File: config.mk
export PLATFORM = sky130hd
export DESIGN_NAME = dcache_refill_buffer_flat
export DESIGN_NICKNAME = d
export VERILOG_FILES = /design/src/rtl/cache_pkg.sv /design/src/rtl/dcache_refill_buffer_if.sv /design/src/rtl/dcache_refill_buffer.sv /design/src/flat_wrapper.sv
export SDC_FILE = /design/constraint.sdc
export NUM_CORES = 2
export LEC_CHECK = 0
export ABC_CLOCK_PERIOD_IN_PS = 4350
export CELL_PAD_IN_SITES_DETAIL_PLACEMENT = 1
export CELL_PAD_IN_SITES_GLOBAL_PLACEMENT = 1
export CORE_ASPECT_RATIO = 2
export CORE_MARGIN = 10
export CORE_UTILIZATION = 40
export DETAILED_ROUTE_END_ITERATION = 8
export GPL_TIMING_DRIVEN = 0
export PLACE_DENSITY_LB_ADDON = 0.1
export SLEW_MARGIN = 25
export SYNTH_ARGS = -nofsm -noshare
export SYNTH_HDL_FRONTEND = slang
export SYNTH_SLANG_ARGS = --single-unit
export TNS_END_PERCENT = 5
File: constraint.sdc
create_clock -name clk -period 4.35 [get_ports clk]
set_clock_uncertainty 0.1 [all_clocks]
set_input_delay 0.87 -clock clk [delete_from_list [all_inputs] [get_ports clk]]
set_output_delay 0.87 -clock clk [all_outputs]
set_load 0.02 [all_outputs]
File: src/rtl/cache_pkg.sv
// Shared data-cache definitions: line geometry, refill FSM encoding and address field helpers.
// Used by the refill buffer, the word-select mux and the tag RAM wrapper.
package cache_pkg;

    localparam int LINE_BITS  = 512;
    localparam int WORD_BITS  = 32;
    localparam int LINE_WORDS = 16;
    localparam int BEAT_W     = $clog2(LINE_WORDS);

    localparam int OFFSET_LEN = 6;
    localparam int INDEX_LEN  = 6;
    localparam int ADDR_W     = 32;
    localparam int TAG_LEN    = ADDR_W - INDEX_LEN - OFFSET_LEN;

    typedef logic [1:0] refill_state_t;

    localparam logic [1:0] ST_IDLE  = 2'd0;
    localparam logic [1:0] ST_ADDR  = 2'd1;
    localparam logic [1:0] ST_DATA  = 2'd2;
    localparam logic [1:0] ST_WRITE = 2'd3;

    function automatic logic [BEAT_W-1:0] word_sel(input logic [ADDR_W-1:0] addr);
        return addr[OFFSET_LEN-1:2];
    endfunction

    function automatic logic [INDEX_LEN-1:0] line_index(input logic [ADDR_W-1:0] addr);
        return addr[OFFSET_LEN +: INDEX_LEN];
    endfunction

    function automatic logic [TAG_LEN-1:0] line_tag(input logic [ADDR_W-1:0] addr);
        return addr[ADDR_W-1 -: TAG_LEN];
    endfunction

    function automatic logic [ADDR_W-1:0] line_base(input logic [ADDR_W-1:0] addr);
        return {addr[ADDR_W-1:OFFSET_LEN], {OFFSET_LEN{1'b0}}};
    endfunction

endpackage

File: src/rtl/dcache_refill_buffer_if.sv
// Bundle of the refill buffer's requester, burst-read and way-RAM fill signals.
// The refill buffer uses the master view; its environment uses the slave view.
interface dcache_refill_buffer_if
    import cache_pkg::*;
#(
    parameter int Offset_len = 6,
    parameter int Index_len  = 6,
    parameter int Addr_width = 32
);

    localparam int TAG_W = Addr_width - Index_len - Offset_len;

    logic                  miss_req;
    logic [Addr_width-1:0] miss_addr;
    logic                  victim_way;
    logic                  miss_ready;

    logic                  ar_valid;
    logic                  ar_ready;
    logic [Addr_width-1:0] ar_addr;
    logic [7:0]            ar_len;

    logic                  r_valid;
    logic                  r_ready;
    logic [WORD_BITS-1:0]  r_data;
    logic                  r_last;

    logic                  crit_valid;
    logic [WORD_BITS-1:0]  crit_word;

    logic [1:0]            refill_we;
    logic [Index_len-1:0]  refill_index;
    logic [TAG_W-1:0]      refill_tag;
    logic [LINE_BITS-1:0]  refill_line;
    logic                  refill_err;

    modport master (
        input  miss_req, miss_addr, victim_way, ar_ready, r_valid, r_data, r_last,
        output miss_ready, ar_valid, ar_addr, ar_len, r_ready, crit_valid, crit_word,
               refill_we, refill_index, refill_tag, refill_line, refill_err
    );

    modport slave (
        output miss_req, miss_addr, victim_way, ar_ready, r_valid, r_data, r_last,
        input  miss_ready, ar_valid, ar_addr, ar_len, r_ready, crit_valid, crit_word,
               refill_we, refill_index, refill_tag, refill_line, refill_err
    );

endinterface

File: src/rtl/dcache_refill_buffer.sv
// Miss refill: one 16-beat burst read assembled into a 512-bit line, written to the victim way
// in a single cycle, with the missed word forwarded as soon as its beat arrives.
module dcache_refill_buffer
    import cache_pkg::*;
#(
    parameter int Offset_len = 6,
    parameter int Index_len  = 6,
    parameter int Addr_width = 32
) (
    input  logic                    clk,
    input  logic                    rst,
    dcache_refill_buffer_if.master  bus
);

    localparam int TAG_W = Addr_width - Index_len - Offset_len;

    refill_state_t          state;
    logic [Addr_width-1:0]  addr_q;
    logic                   way_q;
    logic [BEAT_W-1:0]      beat_cnt;
    logic [LINE_BITS-1:0]   line_buf;
    logic [LINE_BITS-1:0]   line_q;
    logic [WORD_BITS-1:0]   crit_word_q;
    logic                   crit_valid_q;
    logic                   err_q;

    logic [LINE_BITS-1:0]   line_next;
    logic                   last_beat;
    logic                   crit_beat;
    logic                   beat_acc;

    assign last_beat = (beat_cnt == BEAT_W'(LINE_WORDS - 1));
    assign crit_beat = (beat_cnt == addr_q[Offset_len-1:2]);
    assign beat_acc  = (state == ST_DATA) && bus.r_valid;

    always_comb begin
        line_next = line_buf;
        line_next[beat_cnt*WORD_BITS +: WORD_BITS] = bus.r_data;
    end

    always_ff @(posedge clk) begin
        if (rst) begin
            state        <= ST_IDLE;
            addr_q       <= '0;
            way_q        <= 1'b0;
            beat_cnt     <= '0;
            line_buf     <= '0;
            line_q       <= '0;
            crit_word_q  <= '0;
            crit_valid_q <= 1'b0;
            err_q        <= 1'b0;
        end else begin
            crit_valid_q <= 1'b0;
            case (state)
                ST_IDLE: begin
                    if (bus.miss_req) begin
                        addr_q   <= bus.miss_addr;
                        way_q    <= bus.victim_way;
                        err_q    <= 1'b0;
                        beat_cnt <= '0;
                        state    <= ST_ADDR;
                    end
                end
                ST_ADDR: begin
                    if (bus.ar_ready) state <= ST_DATA;
                end
                ST_DATA: begin
                    if (beat_acc) begin
                        line_buf <= line_next;
                        beat_cnt <= beat_cnt + 1'b1;
                        if (crit_beat) begin
                            crit_word_q  <= bus.r_data;
                            crit_valid_q <= 1'b1;
                        end
                        // r_last is only advisory: the beat count alone ends the burst
                        if (bus.r_last != last_beat) err_q <= 1'b1;
                        if (last_beat) begin
                            line_q <= line_next;
                            state  <= ST_WRITE;
                        end
                    end
                end
                ST_WRITE: state <= ST_IDLE;
                default:  state <= ST_IDLE;
            endcase
        end
    end

    assign bus.miss_ready   = (state == ST_IDLE);
    assign bus.ar_valid     = (state == ST_ADDR);
    assign bus.ar_addr      = {addr_q[Addr_width-1:Offset_len], {Offset_len{1'b0}}};
    assign bus.ar_len       = 8'(LINE_WORDS - 1);
    assign bus.r_ready      = (state == ST_DATA);
    assign bus.crit_valid   = crit_valid_q;
    assign bus.crit_word    = crit_word_q;
    assign bus.refill_we    = (state == ST_WRITE) ? (way_q ? 2'b10 : 2'b01) : 2'b00;
    assign bus.refill_index = addr_q[Offset_len +: Index_len];
    assign bus.refill_tag   = addr_q[Addr_width-1 -: TAG_W];
    assign bus.refill_line  = line_q;
    assign bus.refill_err   = err_q;

endmodule

File: src/flat_wrapper.sv
// flat-port wrapper written by rule: the top's interface ports become plain ports
module dcache_refill_buffer_flat import cache_pkg::*;
#(
    parameter int Offset_len = 6,
    parameter int Index_len  = 6,
    parameter int Addr_width = 32
)
  (clk, rst, bus_miss_req, bus_miss_addr, bus_victim_way, bus_ar_ready, bus_r_valid, bus_r_data, bus_r_last, bus_miss_ready, bus_ar_valid, bus_ar_addr, bus_ar_len, bus_r_ready, bus_crit_valid, bus_crit_word, bus_refill_we, bus_refill_index, bus_refill_tag, bus_refill_line, bus_refill_err);
  dcache_refill_buffer_if #(.Offset_len(Offset_len), .Index_len(Index_len), .Addr_width(Addr_width)) bus_i ();
  input  logic clk;
  input  logic rst;
  input wire logic [$bits(bus_i.miss_req)-1:0] bus_miss_req;
  input wire logic [$bits(bus_i.miss_addr)-1:0] bus_miss_addr;
  input wire logic [$bits(bus_i.victim_way)-1:0] bus_victim_way;
  input wire logic [$bits(bus_i.ar_ready)-1:0] bus_ar_ready;
  input wire logic [$bits(bus_i.r_valid)-1:0] bus_r_valid;
  input wire logic [$bits(bus_i.r_data)-1:0] bus_r_data;
  input wire logic [$bits(bus_i.r_last)-1:0] bus_r_last;
  output wire logic [$bits(bus_i.miss_ready)-1:0] bus_miss_ready;
  output wire logic [$bits(bus_i.ar_valid)-1:0] bus_ar_valid;
  output wire logic [$bits(bus_i.ar_addr)-1:0] bus_ar_addr;
  output wire logic [$bits(bus_i.ar_len)-1:0] bus_ar_len;
  output wire logic [$bits(bus_i.r_ready)-1:0] bus_r_ready;
  output wire logic [$bits(bus_i.crit_valid)-1:0] bus_crit_valid;
  output wire logic [$bits(bus_i.crit_word)-1:0] bus_crit_word;
  output wire logic [$bits(bus_i.refill_we)-1:0] bus_refill_we;
  output wire logic [$bits(bus_i.refill_index)-1:0] bus_refill_index;
  output wire logic [$bits(bus_i.refill_tag)-1:0] bus_refill_tag;
  output wire logic [$bits(bus_i.refill_line)-1:0] bus_refill_line;
  output wire logic [$bits(bus_i.refill_err)-1:0] bus_refill_err;
  assign bus_i.miss_req = bus_miss_req;
  assign bus_i.miss_addr = bus_miss_addr;
  assign bus_i.victim_way = bus_victim_way;
  assign bus_i.ar_ready = bus_ar_ready;
  assign bus_i.r_valid = bus_r_valid;
  assign bus_i.r_data = bus_r_data;
  assign bus_i.r_last = bus_r_last;
  assign bus_miss_ready = bus_i.miss_ready;
  assign bus_ar_valid = bus_i.ar_valid;
  assign bus_ar_addr = bus_i.ar_addr;
  assign bus_ar_len = bus_i.ar_len;
  assign bus_r_ready = bus_i.r_ready;
  assign bus_crit_valid = bus_i.crit_valid;
  assign bus_crit_word = bus_i.crit_word;
  assign bus_refill_we = bus_i.refill_we;
  assign bus_refill_index = bus_i.refill_index;
  assign bus_refill_tag = bus_i.refill_tag;
  assign bus_refill_line = bus_i.refill_line;
  assign bus_refill_err = bus_i.refill_err;
  dcache_refill_buffer #(.Offset_len(Offset_len), .Index_len(Index_len), .Addr_width(Addr_width)) u_core (.clk(clk), .rst(rst), .bus(bus_i));
endmodule
==> flow_summary_export.csv <==
group,metric,value,unit
status,status,"finished with violations",
status,violations,"negative setup slack",
detailed_routing,wl,232.1,mm
logic_synthesis,ys_types,51,
placed_design,dp_slack,-1.402,ns
worst_setup_path,cp-startpoint,"u_core.beat_cnt[0]",
clock_network,cts_root_buffer,"clkbuf_16",
worst_setup_path,worstPathCellList,"buf_2, clkbuf_4, clkbuf_4, inv_1, ha_1, buf_2, and4b_1, nor2_2, or2_2, clkbuf_1, buf_1, o221a_2",
timing,slew_violations,0,
worst_setup_path,cp_top_family,"buffers and inverters",
worst_setup_path,worst-endpoint-required,4.92,ns
timing,final_hold_viol_count,0,
worst_setup_path,path_depth,12,
worst_setup_path,crit_buf_inv,7,
global_routing,grt_usage,34.08,%
global_routing,grt_pass1_vias,46700,
worst_setup_path,timing.rr.end,"u_core.bus.refill_line[263]",
finish,fin_area,59020,um^2
floorplan,ios,688,
timing,rsz0062_at_grt,"true",
logic_synthesis,synth_edf_count,0,
floorplan,die_h,503.2,um
clock_network,insertion_delay,0.74,ns
logic_synthesis,syn-cell-area,46700,um^2
timing,tightest_slew,1.200,ns
power_and_ir_drop,irDropWorstVdd,0.3430,mV
power_and_ir_drop,power_density,376.8,nW/um^2
clock_network,cts_inserted_buffers,101,
worst_setup_path,crit_slowest_cell,"buf_1",
logic_synthesis,ys_warn_count,0,
clock_network,cts_tree,"done",
worst_setup_path,cp_data_arrival_time,4.94,ns
worst_setup_path,startpoint_type,"flop",
clock_network,cts.clk_slew.worst_paths,0.07,ns
timing,period_share,100.5,%
timing,fin_ws,-0.02249,ns
worst_setup_path,worstSetupPathType,"reg -> reg",
worst_hold_path,hold_path_class,"reg -> reg",
timing,fmax,0.2287,GHz
placed_design,gp_congestion,0.9353,
logic_synthesis,async_flop_share,0,%
placed_design,dp.cells,7359,
worst_setup_path,r2r_start,"u_core.beat_cnt[0]",
finish,stdcell_count,7554,
detailed_routing,drc,0,
finish,layout-drive-gt1-share,12.70,%
timing,period_minus_slack,4.372,ns
logic_synthesis,ys.flop_type,"dfxtp_1",
floorplan,dieArea,131600,um^2
worst_setup_path,rr_worst_depth,12,
finish,layout.nets,6029,
global_routing,grt_max_degree,20,
clock_network,hold_buffers,0,
detailed_routing,first_iter_violations,3117,
global_routing,grt_pass1_wl,326.5,mm
worst_setup_path,cp_max_fo,19,
placed_design,io_buffers,670,
clock_network,h-tree-depth,3,
floorplan,chipWidth,261.6,um
detailed_routing,dr_total_vias,43570,
worst_setup_path,setup.worst_path.end,"u_core.bus.refill_line[263]",
timing,relSlewSlack,19.99,%
worst_setup_path,max_stage_delay,0.57,ns
detailed_routing,wl_per_cell,30.73,um
detailed_routing,viasPerCell,5.768,
logic_synthesis,synth.avg_cell_area,9.059,um^2
timing,setup_viol,13,
floorplan,core_area,116000,um^2
detailed_routing,dr.pass1.iters,5,
logic_synthesis,synthCells,5155,
placed_design,place_hpwl,182.5,mm
logic_synthesis,yosysSeqAreaShare,46.94,%
floorplan,rows,177,
power_and_ir_drop,power.leakage,0.02180,uW
logic_synthesis,ys_ff_latch,1095,
worst_hold_path,min_from,"u_core.line_buf[184]",
finish,areaGrowthSynthToFinish,26.39,%
detailed_routing,antenna_left,0,
job,max-cap-violations,0,
global_routing,grt_overflow,0,
global_routing,antenna_found_initial,5,
worst_setup_path,endpoint_kind,"flop",
worst_setup_path,r2r_setup_slack,-0.02,ns
clock_network,clockBufferDepth,3,
finish,fillers,13480,
placed_design,dpl_cell_area,55360,um^2
clock_network,cts_sinks,1095,
floorplan,start_util,40.24,%
[metal layers]
| metal | GRT usage [%] | part of all wire (%) |
|---|---|---|
| met5 | 0 | 0.015 |
| met3 | 8.732 | 8.0 |
| met4 | 27.50 | 9.1 |
| met1 | 33.89 | 34 |
| met2 | 59.22 | 49 |
[cells in the final DEF, fill, tap and decap left out, types with 7 or more instances in the layout]
| cell type | count |
|---|---|
| a2111oi_0 | 82 |
| a211oi_1 | 85 |
| a21oi_1 | 578 |
| and2_1 | 24 |
| buf_1 | 28 |
| buf_2 | 85 |
| buf_4 | 75 |
| bufinv_16 | 9 |
| clkbuf_1 | 362 |
| clkbuf_16 | 101 |
| clkbuf_2 | 23 |
| clkbuf_8 | 26 |
| clkdlybuf4s50_1 | 661 |
| clkinv_2 | 17 |
| conb_1 | 14 |
| dfxtp_1 | 1095 |
| ha_1 | 7 |
| inv_1 | 380 |
| mux2i_1 | 387 |
| nand2_1 | 327 |
| nand2b_1 | 480 |
| nand3_1 | 78 |
| nand3b_1 | 34 |
| nand4_1 | 7 |
| nor2_1 | 235 |
| nor3_1 | 128 |
| nor4_1 | 26 |
| o21ai_0 | 86 |
| o221a_2 | 370 |
| or2_2 | 16 |
| or3_1 | 117 |
[what timing repair did]
item                                    4_1_cts  5_1_grt
pin swaps                                     5        1
endpoints found under the setup margin     1025      431
gates resized for setup                      30       24
buffers inserted                             10        1
endpoints found under the hold margin         0        0
[synthesized netlist by cell type (all sizes together), types with 3 or more instances]
cell | count | share of area (%)
ha | 7 | 0.19
nand3b | 34 | 0.55
xnor2 | 6 | 0.11
or3 | 117 | 1.6
dfxtp | 1095 | 47
o2111ai | 4 | 0.075
nor2 | 241 | 1.9
nand3 | 78 | 0.84
a2111oi | 86 | 1.7
and2 | 24 | 0.32
o221a | 371 | 8.9
clkbuf | 369 | 3.0
or3b | 3 | 0.056
nand4 | 7 | 0.094
o21ai | 95 | 1.0
nand2b | 480 | 6.4
nor4 | 29 | 0.43
a211oi | 85 | 1.4
nor2b | 4 | 0.054
xor2 | 3 | 0.056
nor3b | 7 | 0.14
inv | 380 | 3.1
nand2 | 332 | 2.7
mux2i | 387 | 8.3
a21oi | 578 | 6.2
buf | 168 | 2.1
nor3 | 131 | 1.4
or2 | 16 | 0.21
[power by group]
part / internal [uW] / switching (uW) / total, uW
clock network: 5280 / 4300 / 9580
logic: 735 / 1670 / 2400
registers: 10100 / 111 / 10300
[worst reg2reg max path: stages (launching register included)]
cell and delay, ns:
dfxtp_1 0.37, buf_2 0.27, clkbuf_4 0.35, clkbuf_4 0.34, inv_1 0.10, ha_1 0.31, buf_2 0.25, and4b_1 0.24
nor2_2 0.49, or2_2 0.21, clkbuf_1 0.38, buf_1 0.57, o221a_2 0.30
[logic make-up after synthesis]
group / Yosys count / share of synthesized area (%)
AOI/OAI and AO/OA: 1225 / 19.40
xor gates and xnor gates: 9 / 0.1688
adders and majority gates: 7 / 0.1875
buffers and inverters: 917 / 8.102
DFF: 1095 / 46.94
muxes: 387 / 8.295
other: 2 / 0.01608
and+or+nand+nor: 1513 / 16.89
[registers in the layout, summed over array words and instances, names as in the netlist]
register and count:
u_core.addr_q 30, u_core.beat_cnt 4, u_core.bus.crit_valid 1, u_core.bus.crit_word 32, u_core.bus.refill_err 1, u_core.bus.refill_line 512
u_core.line_buf 512, u_core.state 2, u_core.way_q 1
[metrics by stage]
step	util (%)	setup TNS (ns)	hold slack [ns]	power, uW
6_report	50.86	-0.08984	0.3594	22240
5_1_grt	50.86	-0.7525	0.3761	22750
4_1_cts	50.82	0	0.3599	22260
3_5_place_dp	47.71	-862.81	0.3501	12830
3_3_place_gp	47.70	-848.07	0.3417	12800
2_1_floorplan	-	0	0.3361	11640
[cell type report]
cell class	instances	area [um^2]	share of cell area (%)
Antenna cell	1	2.502	0.004240
Clock buffer	149	2968	5.028
Timing Repair Buffer	682	6780	11.49
Inverter	380	1426	2.417
Sequential cell	1095	21920	37.14
Multi-Input combinational cell	3155	21160	35.84
Clock inverter	35	469.2	0.7949
Buffer	536	2397	4.062
Tap cell	1521	1903	3.224
[worst min path at each step]
stage	cells after the start	slack, ns	to
after floorplan	2	0.34	u_core.line_buf[160]
after global placement	2	0.34	u_core.line_buf[249]
after detailed placement	2	0.35	u_core.line_buf[252]
after CTS	2	0.36	u_core.line_buf[252]
after global routing	2	0.38	u_core.line_buf[241]
final	2	0.36	u_core.line_buf[184]
(Power assumes the default switching activity.)
